`src/rtl/ps2_game_pkg.sv`:
```
// Shared scan codes and frame-state encoding for the PS/2 game input path.
package ps2_game_pkg;

  localparam logic [7:0] SC_EXT   = 8'hE0;
  localparam logic [7:0] SC_BRK   = 8'hF0;
  localparam logic [7:0] SC_LEFT  = 8'h6B;
  localparam logic [7:0] SC_RIGHT = 8'h74;
  localparam logic [7:0] SC_A     = 8'h1C;
  localparam logic [7:0] SC_D     = 8'h23;
  localparam logic [7:0] SC_SPACE = 8'h29;
  localparam logic [7:0] SC_P     = 8'h4D;

  typedef enum logic [1:0] {
    IDLE   = 2'd0,
    DATA   = 2'd1,
    PARITY = 2'd2,
    STOP   = 2'd3
  } frame_state_t;

endpackage

```
`src/rtl/ps2_rx_frame.sv`:
```
// PS/2 receive deframer: pin synchronisers, falling-edge detect, 11-bit frame FSM,
// odd-parity/stop check and inactivity timeout.
module ps2_rx_frame
  import ps2_game_pkg::*;
#(
  parameter int SYNC_STAGES    = 2,
  parameter int TIMEOUT_CYCLES = 50000
) (
  input  logic         iCLK,
  input  logic         iRST_n,
  input  logic         ps2_clk,
  input  logic         ps2_dat,
  output logic [7:0]   rx_byte,
  output logic         rx_valid,
  output logic         rx_err,
  output frame_state_t state_dbg
);

  localparam int CW = $clog2(TIMEOUT_CYCLES + 1);

  logic [SYNC_STAGES-1:0] clk_sync;
  logic [SYNC_STAGES-1:0] dat_sync;
  logic                   clk_prev;
  logic                   clk_cur;
  logic                   dat_cur;
  logic                   fall;

  frame_state_t state;
  logic [2:0]   bit_cnt;
  logic [7:0]   shift;
  logic         parity;
  logic [CW-1:0] idle_cnt;
  logic          timed_out;

  assign clk_cur   = clk_sync[SYNC_STAGES-1];
  assign dat_cur   = dat_sync[SYNC_STAGES-1];
  assign fall      = clk_prev & ~clk_cur;
  assign timed_out = (state != IDLE) && (idle_cnt == CW'(TIMEOUT_CYCLES));
  assign state_dbg = state;

  // Synchronisers reset to the idle-high bus level so reset release never fakes an edge.
  always_ff @(posedge iCLK or negedge iRST_n) begin
    if (!iRST_n) begin
      clk_sync <= '1;
      dat_sync <= '1;
      clk_prev <= 1'b1;
    end else begin
      clk_sync <= {clk_sync[SYNC_STAGES-2:0], ps2_clk};
      dat_sync <= {dat_sync[SYNC_STAGES-2:0], ps2_dat};
      clk_prev <= clk_cur;
    end
  end

  always_ff @(posedge iCLK or negedge iRST_n) begin
    if (!iRST_n) begin
      idle_cnt <= '0;
    end else if (state == IDLE || fall) begin
      idle_cnt <= '0;
    end else if (idle_cnt != CW'(TIMEOUT_CYCLES)) begin
      idle_cnt <= idle_cnt + 1'b1;
    end
  end

  // rx_valid and rx_err are single-cycle strobes with no back-pressure: the consumer must
  // take rx_byte in the rx_valid cycle; rx_byte holds its value until the next good frame.
  always_ff @(posedge iCLK or negedge iRST_n) begin
    if (!iRST_n) begin
      state    <= IDLE;
      bit_cnt  <= 3'd0;
      shift    <= 8'h00;
      parity   <= 1'b0;
      rx_byte  <= 8'h00;
      rx_valid <= 1'b0;
      rx_err   <= 1'b0;
    end else begin
      rx_valid <= 1'b0;
      rx_err   <= 1'b0;
      if (timed_out && !fall) begin
        rx_err <= 1'b1;
        state  <= IDLE;
      end else if (fall) begin
        case (state)
          IDLE: begin
            if (!dat_cur) begin
              state   <= DATA;
              bit_cnt <= 3'd0;
            end
          end
          DATA: begin
            shift   <= {dat_cur, shift[7:1]};
            bit_cnt <= bit_cnt + 3'd1;
            if (bit_cnt == 3'd7) state <= PARITY;
          end
          PARITY: begin
            parity <= dat_cur;
            state  <= STOP;
          end
          STOP: begin
            if (dat_cur && (^{shift, parity})) begin
              rx_byte  <= shift;
              rx_valid <= 1'b1;
            end else begin
              rx_err <= 1'b1;
            end
            state <= IDLE;
          end
          default: state <= IDLE;
        endcase
      end
    end
  end

endmodule

```
`src/rtl/ps2_game_input.sv`:
```
// PS/2 keyboard front end for vga_controller: deframes bytes and turns make/break
// scan codes into held movement levels, a one-shot fire pulse and a pause toggle.
module ps2_game_input
  import ps2_game_pkg::*;
#(
  parameter int SYNC_STAGES    = 2,
  parameter int TIMEOUT_CYCLES = 50000
) (
  input  logic       iCLK,
  input  logic       iRST_n,
  input  logic       ps2_clk,
  input  logic       ps2_dat,
  output logic       move_left,
  output logic       move_right,
  output logic       fire,
  output logic       pause,
  output logic [7:0] rx_byte,
  output logic       rx_valid,
  output logic       rx_err
);

  frame_state_t frame_state;

  ps2_rx_frame #(
    .SYNC_STAGES   (SYNC_STAGES),
    .TIMEOUT_CYCLES(TIMEOUT_CYCLES)
  ) u_frame (
    .iCLK     (iCLK),
    .iRST_n   (iRST_n),
    .ps2_clk  (ps2_clk),
    .ps2_dat  (ps2_dat),
    .rx_byte  (rx_byte),
    .rx_valid (rx_valid),
    .rx_err   (rx_err),
    .state_dbg(frame_state)
  );

  logic ext, brk, lft_arr, rgt_arr, key_a, key_d, space_held, p_held;
  logic ext_n, brk_n, lft_n, rgt_n, key_a_n, key_d_n, space_n, p_n, fire_n, pause_n;

  always_comb begin
    ext_n   = ext;
    brk_n   = brk;
    lft_n   = lft_arr;
    rgt_n   = rgt_arr;
    key_a_n = key_a;
    key_d_n = key_d;
    space_n = space_held;
    p_n     = p_held;
    pause_n = pause;
    fire_n  = 1'b0;
    if (rx_err) begin
      ext_n = 1'b0;
      brk_n = 1'b0;
    end else if (rx_valid) begin
      if (rx_byte == SC_EXT) begin
        ext_n = 1'b1;
      end else if (rx_byte == SC_BRK) begin
        brk_n = 1'b1;
      end else begin
        ext_n = 1'b0;
        brk_n = 1'b0;
        // Extended and plain code spaces are disjoint; unknown codes only drop the prefixes.
        if (ext) begin
          case (rx_byte)
            SC_LEFT:  lft_n = !brk;
            SC_RIGHT: rgt_n = !brk;
            default:  ;
          endcase
        end else begin
          case (rx_byte)
            SC_A: key_a_n = !brk;
            SC_D: key_d_n = !brk;
            SC_SPACE: begin
              if (brk) begin
                space_n = 1'b0;
              end else if (!space_held) begin
                space_n = 1'b1;
                fire_n  = 1'b1;
              end
            end
            SC_P: begin
              if (brk) begin
                p_n = 1'b0;
              end else if (!p_held) begin
                p_n     = 1'b1;
                pause_n = !pause;
              end
            end
            default: ;
          endcase
        end
      end
    end
  end

  always_ff @(posedge iCLK or negedge iRST_n) begin
    if (!iRST_n) begin
      ext        <= 1'b0;
      brk        <= 1'b0;
      lft_arr    <= 1'b0;
      rgt_arr    <= 1'b0;
      key_a      <= 1'b0;
      key_d      <= 1'b0;
      space_held <= 1'b0;
      p_held     <= 1'b0;
      move_left  <= 1'b0;
      move_right <= 1'b0;
      fire       <= 1'b0;
      pause      <= 1'b0;
    end else begin
      ext        <= ext_n;
      brk        <= brk_n;
      lft_arr    <= lft_n;
      rgt_arr    <= rgt_n;
      key_a      <= key_a_n;
      key_d      <= key_d_n;
      space_held <= space_n;
      p_held     <= p_n;
      move_left  <= lft_n | key_a_n;
      move_right <= rgt_n | key_d_n;
      fire       <= fire_n;
      pause      <= pause_n;
    end
  end

endmodule
```
`config.mk`:
```
export PLATFORM = sky130hd
export DESIGN_NAME = ps2_game_input
export DESIGN_NICKNAME = d
export VERILOG_FILES = /design/src/rtl/ps2_game_pkg.sv /design/src/rtl/ps2_rx_frame.sv /design/src/rtl/ps2_game_input.sv
export SDC_FILE = /design/constraint.sdc
export NUM_CORES = 1
export LEC_CHECK = 0
export ABC_AREA = 0
export CAP_MARGIN = 20
export CORE_MARGIN = 5
export CORE_UTILIZATION = 35
export DETAILED_ROUTE_END_ITERATION = 10
export GPL_TIMING_DRIVEN = 1
export MAX_ROUTING_LAYER = met4
export SYNTH_ARGS = -nofsm -noshare
export SYNTH_HDL_FRONTEND = slang
export SYNTH_SLANG_ARGS = --single-unit
```
`constraint.sdc`:
```
create_clock -name iCLK -period 2.7 [get_ports iCLK]
set_input_delay 0.27 -clock iCLK [delete_from_list [all_inputs] [get_ports iCLK]]
set_output_delay 0.27 -clock iCLK [all_outputs]
set_load 0.02 [all_outputs]
```
==> results.py <==
metrics = {
    "timing": {
        "finalSetupViolations": 0,
        "timing.fmax_ghz": 0.5030,
        "period_needed_ps": 1988,
        "maxSlewHeadroom": 0.6125,
        "tightest_slew_ps": 581.2,
        "rsz0062_at_grt": "false",
        "hold_viol": 0,
        "fin_skew_ps": 6.180,
        "slew_violations": 0,
        "setup_tns_ps": 0,
        "finalCritPeriodShare": 0.7364,
    },
    "die": {
        "fp.dieArea_sq_mm": 0.009320,
        "initial_core_util": 0.3595,
        "rows": 31,
        "ios": 18,
        "core_sq_mm": 0.007292,
        "die_h_um": 96.54,
        "dieWidth_um": 96.54,
    },
    "global_routing": {
        "overflow": 0,
        "grtUsageTotal": 0.1190,
        "grt_pass1_vias": 1734,
        "grt_antenna_before_repair": 0,
        "grt_max_degree": 33,
        "grt_first_pass_wirelength_mm": 8.197,
    },
    "clock_network": {
        "clk_path_buf_depth": 2,
        "ctsHoldBuffers": 1,
        "post_cts_buffers": 0,
        "cts_resized": 0,
        "cts_made_buffers": 9,
        "clk_latency_ps": 330,
        "root_buffer": "clkbuf_8",
        "cts_tree": "yes",
        "cts_num_sinks": 57,
        "cts_max_level": 3,
        "clk_pin_slew_ps": 70,
    },
    "route": {
        "wl_per_cell_um": 13.42,
        "ant_nets": 0,
        "via_per_inst": 4.910,
        "vias": 1748,
        "dr.pass1.iters": 4,
        "wl_mm": 4.776,
        "drc": 0,
        "drt_iter0_markers": 70,
    },
    "synthesis": {
        "ys_async_sr_fraction": 1.000,
        "synthesis.nets": 237,
        "syn_inst": 225,
        "synth_area_sq_mm": 0.002621,
        "synth_seq_area_share": 0.5465,
        "avgSynthCellArea_sq_um": 11.65,
        "synth_cell_type_count": 39,
        "synth-edff-count": 0,
        "ys_seq_elements": 57,
        "yosysWarnings": 0,
        "yosys_most_used_dff": "dfrtp_1",
    },
    "pwr": {
        "p_per_area_mw_per_mm2": 811.6,
        "ir_worst_vdd_uv": 434.0,
        "p_leak_nw": 1.375,
    },
    "placed_design": {
        "io_buffers": 17,
        "place.gp.congestion": 0.8066,
        "place_area_sq_mm": 0.002910,
        "dpl.hpwl_mm": 3.317,
    },
    "critical_path": {
        "crit_slowest_cell": "or4b_4",
        "reg2reg_depth": 4,
        "critPathMaxFanout": 6,
        "cp.arrival_ps": 2210,
        "max_stage_delay_ps": 580,
        "worstPathCellList": "or4b_4 > nor4_1 > mux2_2 > or2_2",
        "crit_path_end_kind": "flip-flop",
        "cp-start-kind": "flip-flop",
        "path_class": "flip-flop to flip-flop",
        "cp.required_ps": 2920,
    },
    "job": {
        "maxCapViolCount": 0,
    },
    "finish": {
        "fin_area_sq_mm": 0.003090,
        "synthToLayoutAreaGrowth_pct": 17.90,
        "fin_nets": 264,
        "fill_cells": 732,
        "diodes": 0,
        "layout-drive-gt1-share": 0.2023,
    },
    "hold_path": {
        "worst_hold_path_type": "input port to flip-flop",
        "min_path_cells": 1,
    },
    "run_status": {
        "status": "finished, final reports clean",
    },
}
final timing paths:
| kind | slack [ps] | to | from |
|---|---|---|---|
| setup / recovery | 710 | move_right$_DFF_PN0_ | u_frame.rx_err$_DFF_PN0_ |
| hold / removal | 340 | u_frame.clk_sync[0]$_DFF_PN1_ | ps2_clk |
| setup reg to reg | 710 | move_right$_DFF_PN0_ | u_frame.rx_err$_DFF_PN0_ |
| hold reg to reg | 360 | u_frame.clk_sync[1]$_DFF_PN1_ | u_frame.clk_sync[0]$_DFF_PN1_ |
| max in group asynchronous | 1400 | u_frame.shift[6]$_DFFE_PN0P_ | iRST_n |
| min in group asynchronous | 460 | rgt_arr$_DFF_PN0_ | iRST_n |
cells in the final DEF (no fill, tap or decap), types with 2 or more instances in the layout:
| cell type | n |
|---|---|
| nand2b_1 | 2 |
| o21ai_0 | 12 |
| nand4_1 | 4 |
| xnor2_1 | 8 |
| nand3_1 | 7 |
| or3_1 | 4 |
| clkdlybuf4s50_1 | 16 |
| nor4bb_1 | 2 |
| dfstp_2 | 5 |
| and3_1 | 5 |
| a32o_1 | 2 |
| inv_1 | 9 |
| xor2_1 | 9 |
| nand2_1 | 15 |
| nor2_1 | 21 |
| or2_2 | 2 |
| buf_4 | 2 |
| nor2b_1 | 2 |
| nor4_1 | 4 |
| clkinvlp_4 | 3 |
| ha_1 | 8 |
| nand4b_1 | 3 |
| mux2_2 | 21 |
| a21oi_1 | 5 |
| clkbuf_8 | 9 |
| dfrtp_1 | 52 |
| nor3_1 | 4 |
| clkinv_2 | 3 |
cells in the mapped netlist (all sizes together) (2+ instances only):
cell | n | area share
dfrtp | 52 | 0.50
mux2 | 21 | 0.090
nor2 | 21 | 0.030
nand2 | 15 | 0.021
o21ai | 12 | 0.023
inv | 9 | 0.013
xnor2 | 9 | 0.033
xor2 | 9 | 0.030
ha | 8 | 0.038
nand3 | 7 | 0.013
a21oi | 5 | 0.0095
and3 | 5 | 0.012
dfstp | 5 | 0.050
nand4 | 5 | 0.018
or3 | 5 | 0.014
clkbuf | 4 | 0.0057
nor3 | 4 | 0.0076
nor4 | 4 | 0.0095
nand4b | 3 | 0.010
or2 | 3 | 0.0072
a32o | 2 | 0.0076
nand2b | 2 | 0.0048
nor2b | 2 | 0.0048
nor4bb | 2 | 0.0076
report_power, final:
part           leakage, nW  internal [mW]  total (mW)  switching, mW
clock               0.0814          0.330       0.682          0.353
sequential           0.762          0.986        1.12          0.134
combinational        0.532          0.362       0.707          0.344
kinds of logic (layout without fill, tap and decap cells):
group,Yosys count,after routing,share of synthesized area
DFF,57,57,0.5465
buffers and inverters,13,45,0.01861
muxes,21,21,0.09022
xor gates and xnor gates,19,19,0.07160
AOI/OAI and AO/OA,24,24,0.05537
and+or+nand+nor,83,83,0.1795
adders and majority gates,8,8,0.03819
stage by stage:
stage	cells	hold slack, ps	total power [mW]	utilization	worst slack [ps]
after floorplan	225	-25.59	1.669	-	691.7
after global placement	339	292.9	1.826	0.3991	729.2
after detailed placement	339	302.9	1.846	0.3991	730.3
after CTS	356	315.2	2.554	0.4238	709.3
after global routing	356	312.7	2.684	0.4238	554.7
final	356	340.3	2.508	0.4238	711.8
layer usage:
| layer | vias up | global-route usage | share of wire |
|---|---|---|---|
| met1 | 868 | 0.1460 | 0.47 |
| met3 | 6 | 0.04802 | 0.054 |
| met5 | - | - | 0 |
| li1 | 844 | - | - |
| met4 | 0 | 0.04673 | 0.014 |
| met2 | 30 | 0.1759 | 0.46 |
critical path, delay by kind of cell, from the launching register on:
| kind | cells | cell delay [ps] |
|---|---|---|
| simple gates | 3 | 1080 |
| mux | 1 | 380 |
| flops | 1 | 430 |
registers in the layout (all words and copies together) (netlist names), 2 cells and up:
name,count
u_frame.state_dbg,2
u_frame.bit_cnt,3
u_frame.rx_byte,8
u_frame.dat_sync,2
u_frame.shift,8
u_frame.idle_cnt,16
u_frame.clk_sync,2
layout make-up:
cell class              instances  area, sq um  area share
multi-input cells             155         1140      0.3688
clock inverters                 7        46.29     0.01498
well taps                      99        123.9     0.04008
flip-flops and latches         57         1433      0.4636
clock buffers                   9        123.9     0.04008
inverters                       9        33.78     0.01093
repair buffers                 20        190.2     0.06154
(Power assumes the default switching activity.)
